### src/rtl/logic_gate_pkg.sv
// Shared opcode definitions for the logic gate pipeline.
package logic_gate_pkg;

  localparam int unsigned OP_W = 3;

  typedef enum logic [OP_W-1:0] {
    OP_AND  = 3'd0,
    OP_OR   = 3'd1,
    OP_NAND = 3'd2,
    OP_NOR  = 3'd3,
    OP_XOR  = 3'd4,
    OP_XNOR = 3'd5,
    OP_NOT  = 3'd6,
    OP_RSVD = 3'd7
  } op_e;

endpackage

### src/rtl/logic_gate_core.sv
// Combinational bitwise reduction of NUM_IN operands under a selectable op.
module logic_gate_core
  import logic_gate_pkg::*;
#(
  parameter int unsigned WIDTH  = 8,
  parameter int unsigned NUM_IN = 2
) (
  input  logic [OP_W-1:0]         op,
  input  logic [NUM_IN*WIDTH-1:0] operands,
  output logic [WIDTH-1:0]        result,
  output logic                    illegal
);

  logic [WIDTH-1:0] and_r;
  logic [WIDTH-1:0] or_r;
  logic [WIDTH-1:0] xor_r;

  always_comb begin
    and_r = '1;
    or_r  = '0;
    xor_r = '0;
    for (int unsigned k = 0; k < NUM_IN; k++) begin
      and_r = and_r & operands[k*WIDTH +: WIDTH];
      or_r  = or_r  | operands[k*WIDTH +: WIDTH];
      xor_r = xor_r ^ operands[k*WIDTH +: WIDTH];
    end
  end

  always_comb begin
    result  = '0;
    illegal = 1'b0;
    case (op_e'(op))
      OP_AND:  result = and_r;
      OP_OR:   result = or_r;
      OP_NAND: result = ~and_r;
      OP_NOR:  result = ~or_r;
      OP_XOR:  result = xor_r;
      OP_XNOR: result = ~xor_r;
      OP_NOT:  result = ~operands[WIDTH-1:0];
      OP_RSVD: illegal = 1'b1;
      default: illegal = 1'b1;
    endcase
  end

endmodule

### src/rtl/logic_gate_pipe.sv
// Registered logic-gate stage with a 2-entry skid buffer (valid/ready).
// Optional beat/illegal counters enabled by LOGIC_GATE_PIPE_STATS_EN.
module logic_gate_pipe
  import logic_gate_pkg::*;
#(
  parameter int unsigned WIDTH  = 8,
  parameter int unsigned NUM_IN = 2
) (
  input  logic                    clk,
  input  logic                    rst,
  input  logic                    in_valid,
  output logic                    in_ready,
  input  logic [2:0]              in_op,
  input  logic [NUM_IN*WIDTH-1:0] in_data,
  output logic                    out_valid,
  input  logic                    out_ready,
  output logic [WIDTH-1:0]        out_data,
  output logic                    out_illegal
`ifdef LOGIC_GATE_PIPE_STATS_EN
  ,
  input  logic                    stat_clr,
  output logic [15:0]             stat_beats,
  output logic [15:0]             stat_illegal
`endif
);

  typedef struct packed {
    logic             ill;
    logic [WIDTH-1:0] data;
  } beat_t;

  typedef enum logic [1:0] {
    OCC_0 = 2'd0,
    OCC_1 = 2'd1,
    OCC_2 = 2'd2
  } occ_e;

  occ_e             state, state_n;
  beat_t            main_q, main_n;
  beat_t            skid_q, skid_n;
  beat_t            new_beat;
  logic [WIDTH-1:0] core_result;
  logic             core_illegal;
  logic             accept;
  logic             drain;

  logic_gate_core #(
    .WIDTH  (WIDTH),
    .NUM_IN (NUM_IN)
  ) u_core (
    .op       (in_op),
    .operands (in_data),
    .result   (core_result),
    .illegal  (core_illegal)
  );

  assign new_beat    = '{ill: core_illegal, data: core_result};
  assign in_ready    = (state != OCC_2);
  assign out_valid   = (state != OCC_0);
  assign out_data    = main_q.data;
  assign out_illegal = main_q.ill;
  assign accept      = in_valid && in_ready;
  assign drain       = out_valid && out_ready;

  // Main always holds the oldest beat; skid only fills when main is stalled.
  always_comb begin
    state_n = state;
    main_n  = main_q;
    skid_n  = skid_q;
    case (state)
      OCC_0: begin
        if (accept) begin
          main_n  = new_beat;
          state_n = OCC_1;
        end
      end
      OCC_1: begin
        if (accept && drain) begin
          main_n = new_beat;
        end else if (accept) begin
          skid_n  = new_beat;
          state_n = OCC_2;
        end else if (drain) begin
          state_n = OCC_0;
        end
      end
      OCC_2: begin
        if (drain) begin
          main_n  = skid_q;
          state_n = OCC_1;
        end
      end
      default: state_n = OCC_0;
    endcase
  end

  always_ff @(posedge clk) begin
    if (rst) begin
      state  <= OCC_0;
      main_q <= '0;
      skid_q <= '0;
    end else begin
      state  <= state_n;
      main_q <= main_n;
      skid_q <= skid_n;
    end
  end

`ifdef LOGIC_GATE_PIPE_STATS_EN
  logic [15:0] beat_cnt;
  logic [15:0] ill_cnt;

  always_ff @(posedge clk) begin
    if (rst || stat_clr) begin
      beat_cnt <= '0;
      ill_cnt  <= '0;
    end else if (drain) begin
      if (beat_cnt != '1) beat_cnt <= beat_cnt + 16'd1;
      if (main_q.ill && (ill_cnt != '1)) ill_cnt <= ill_cnt + 16'd1;
    end
  end

  assign stat_beats   = beat_cnt;
  assign stat_illegal = ill_cnt;
`endif

endmodule

### config.mk
export PLATFORM = sky130hd
export DESIGN_NAME = logic_gate_pipe
export DESIGN_NICKNAME = d
export VERILOG_FILES = /design/src/rtl/logic_gate_pkg.sv /design/src/rtl/logic_gate_core.sv /design/src/rtl/logic_gate_pipe.sv
export SDC_FILE = /design/constraint.sdc
export NUM_CORES = 1
export LEC_CHECK = 0
export CORE_MARGIN = 2
export CORE_UTILIZATION = 52
export CTS_BUF_LIST = sky130_fd_sc_hd__clkbuf_8
export DETAILED_ROUTE_END_ITERATION = 10
export GPL_ROUTABILITY_DRIVEN = 0
export GPL_TIMING_DRIVEN = 1
export HOLD_SLACK_MARGIN = 0.12
export PLACE_DENSITY_LB_ADDON = 0.12
export SYNTH_ARGS = -nofsm -noshare
export SYNTH_HDL_FRONTEND = slang
export SYNTH_SLANG_ARGS = --single-unit
### constraint.sdc
create_clock -name clk -period 1.65 [get_ports clk]
set_clock_uncertainty 0.1 [all_clocks]
set_input_delay 0.165 -clock clk [delete_from_list [all_inputs] [get_ports clk]]
set_output_delay 0.165 -clock clk [all_outputs]
set_load 0.01 [all_outputs]
==> qor.yml <==
outcome:
  outcome: "completed"
setup_path:
  cp-end-kind: "flop"
  start_kind: "input pin"
  path_class: "in -> reg"
  worstPathRequired_ns: 1.69
  reg2reg_from: "state[1]"
  critPathArrivalTime_ns: 1.66
  r2r_end: "skid_q[8]"
  regToRegSetupSlack_ns: 0.15
  reg2reg_depth: 6
  crit_fanout: 2
global_route:
  grt_pass1_wl_um: 6430
  grt_overflow_total: 0
  antenna_found_initial: 0
  grt_max_degree: 29
  grt_pass1_vias: 1544
  grt.total_usage: 0.231
final_layout:
  fillCellCount: 232
  antenna_cells: 0
  layout_commonest_cell: "buf_4"
  multiInputGateArea_um2: 1150
  layout_common_cells: "buf_4, inv_1, nor2_1, clkdlybuf4s50_1, dfxtp_1"
  design_area_um2: 2320
  drive_gt1_frac: 0.202
  seqCellArea_um2: 403
  area_delta_synth_final_pct: 37.7
  finalNetCount: 307
drt:
  drc: 0
  postRouteWirelength_um: 4090
  wire_per_inst_um: 13.1
  dr.pass1.iters: 4
  postRouteAntennaNets: 0
  initialDrtViolationCount: 116
  vias: 1674
  via_per_inst: 5.38
yosys:
  synth_mux_area_frac: 0
  yosysSeqAreaShare: 0.237
  synth_top_family_by_area: "simple AND/OR/NAND/NOR gates"
  ys_warn_count: 0
  synth_area_per_cell_um2: 7.96
  yosys.area.top_type: "dfxtp_1"
  synthXorXnorAreaFrac: 0.0208
  synthSimpleGateAreaFrac: 0.294
  synth_fa_ha_area_frac: 0.119
  syn_area_um2: 1690
  ys_ff_latch: 20
  synth_compound_area_frac: 0.238
  syn_inst: 212
  synth_top_cells_by_area: "dfxtp_1, ha_1, nand2b_1"
  synth.distinct_cells: 43
  yosys.area.top_type_share: 0.237
  synth_nets: 251
clock_tree:
  clock_path_buffers: 2
  clkSinkCount: 20
  htree_levels: 1
  cts-root-buf: "clkbuf_8"
  cts_setup_buffers: 0
  cts_made_buffers: 3
  cts_tree: "done"
  clk_latency_ns: 0.25
  clk_pin_slew_worst_paths_ns: 0.07
  cts_hold_buf: 0
sta:
  period_share: 0.980
  hold_violations: 0
  worst_slack_ns: 0.0337
  worst_pin_slew_ns: 0.343
  setup_violations: 0
  fin_crit_ns: 1.62
  fmax_mhz: 619
  hold_ws_ns: 0.372
  finalMaxSlewViolations: 0
  max_slew_margin: 0.768
place:
  hpwlAfterDp_um: 3220
  place_area_um2: 2230
  port_buffers: 33
  pre_cts_slack_ns: -0.291
power:
  power.leakage_uw: 0.00106
  internal_power_uw: 991
  p_sw_frac: 0.294
  clockPowerShare: 0.263
  sequentialPowerShare: 0.388
  vdd_drop_max_v: 0.000299
  netSwitchingPower_uw: 412
  p_per_area_nw_per_um2: 604
  fin_total_pwr_uw: 1400
  p_comb_frac: 0.349
floorplan:
  core_um2: 3080
  fp.dieArea_um2: 3710
  rows: 20
  die_w_um: 61.0
  die_y_um: 61.0
  start_util: 0.548
  pin_count: 34
hold_path:
  hp-start: "skid_q[6]"
  min_path_cells: 2
  hold_class: "reg -> reg"
  hold_end: "skid_q[6]"
flow_run:
  max-cap-violations: 0
==> layout make-up <==
type	count	area share
Multi-Input combinational cell	160	0.495
Clock buffer	4	0.0237
Inverter	21	0.0339
Tap cell	44	0.0237
Timing Repair Buffer	62	0.251
Sequential cell	20	0.173
==> worst max-delay path, cell delays in order <==
cell             delay, ns
clkdlybuf4s50_1       0.49
inv_1                 0.05
ha_1                  0.17
and2_1                0.16
or3b_1                0.38
o211ai_1              0.13
o22ai_1               0.11
==> metrics by stage <==
stage,util,cells,setup TNS [ns]
finish,0.754,311,0
global route,0.754,311,-0.00371
CTS,0.742,311,0
detailed placement,0.724,307,-3.66
global placement,0.724,307,-2.85
floorplan,-,212,0
==> registers in the layout (all words and copies together) (netlist names) <==
signal	count
out_data	8
out_illegal	1
skid_q	9
state	2
==> metal layers <==
metal / track usage / wire [um] / vias up
met1: 0.275 / 1910 / 774
met3: 0.0213 / 104 / 6
met4: 0.112 / 38 / 0
li1: - / - / 858
met5: 0 / 0 / -
met2: 0.413 / 2030 / 36
==> synthesized netlist by cell type <==
master     count
a21boi_1       2
a31o_1         1
o22ai_1        7
a2bb2oi_4      1
nor3_2         2
o21ai_0       12
inv_1         20
a311oi_2       1
o211ai_1       6
dfxtp_1       20
nand2_1       12
nor3b_2        1
buf_2          3
a211oi_2       3
nand3_1        3
nor3_1         1
buf_4          4
a31oi_1        1
o221ai_1       3
and2_1         7
nand2b_4       1
xnor2_1        4
nor3b_1        2
clkbuf_1       2
nor4bb_1       1
or2_4          1
o311ai_0       2
o31ai_1        2
ha_1          16
a221oi_2       1
nor2_2         1
o21ai_1        1
or3b_1         8
buf_6          2
nor2b_1        1
a21oi_1       13
and3b_2        1
and2b_1        1
nand2b_1      14
nor2_1        20
inv_2          1
or2_2          1
nand4_1        6
==> what timing repair did <==
action / CTS / global route
pin swaps: 2 / 14
cloned: 0 / 0
endpoints found under the setup margin: 4 / 12
gates resized for setup: 6 / 13
hold endpoints to repair: 0 / 0
==> power by group through the flow <==
stage               Combinational (uW)  Clock (uW)  Sequential (uW)
floorplan                          263           0              558
global placement                   470           0              552
detailed placement                 489           0              554
CTS                                488         376              544
global route                       537         393              549
finish                             490         368              545
==> cells by family after synthesis <==
kind of cell / Yosys count
buf+inv: 32
simple gates: 84
fa+ha+maj: 16
xor+xnor: 4
flops: 20
compound gates: 56
==> worst max path at each step <==
stage / from / to / cells past startpoint
after floorplan: state[1] / out_data[0] / 5
after global placement: in_data[4] / skid_q[4] / 7
after detailed placement: in_data[4] / skid_q[4] / 7
after CTS: in_data[1] / out_data[1] / 7
after global routing: in_data[7] / out_data[7] / 7
final: in_data[10] / skid_q[2] / 7
Power figures use the tool's default switching activity.
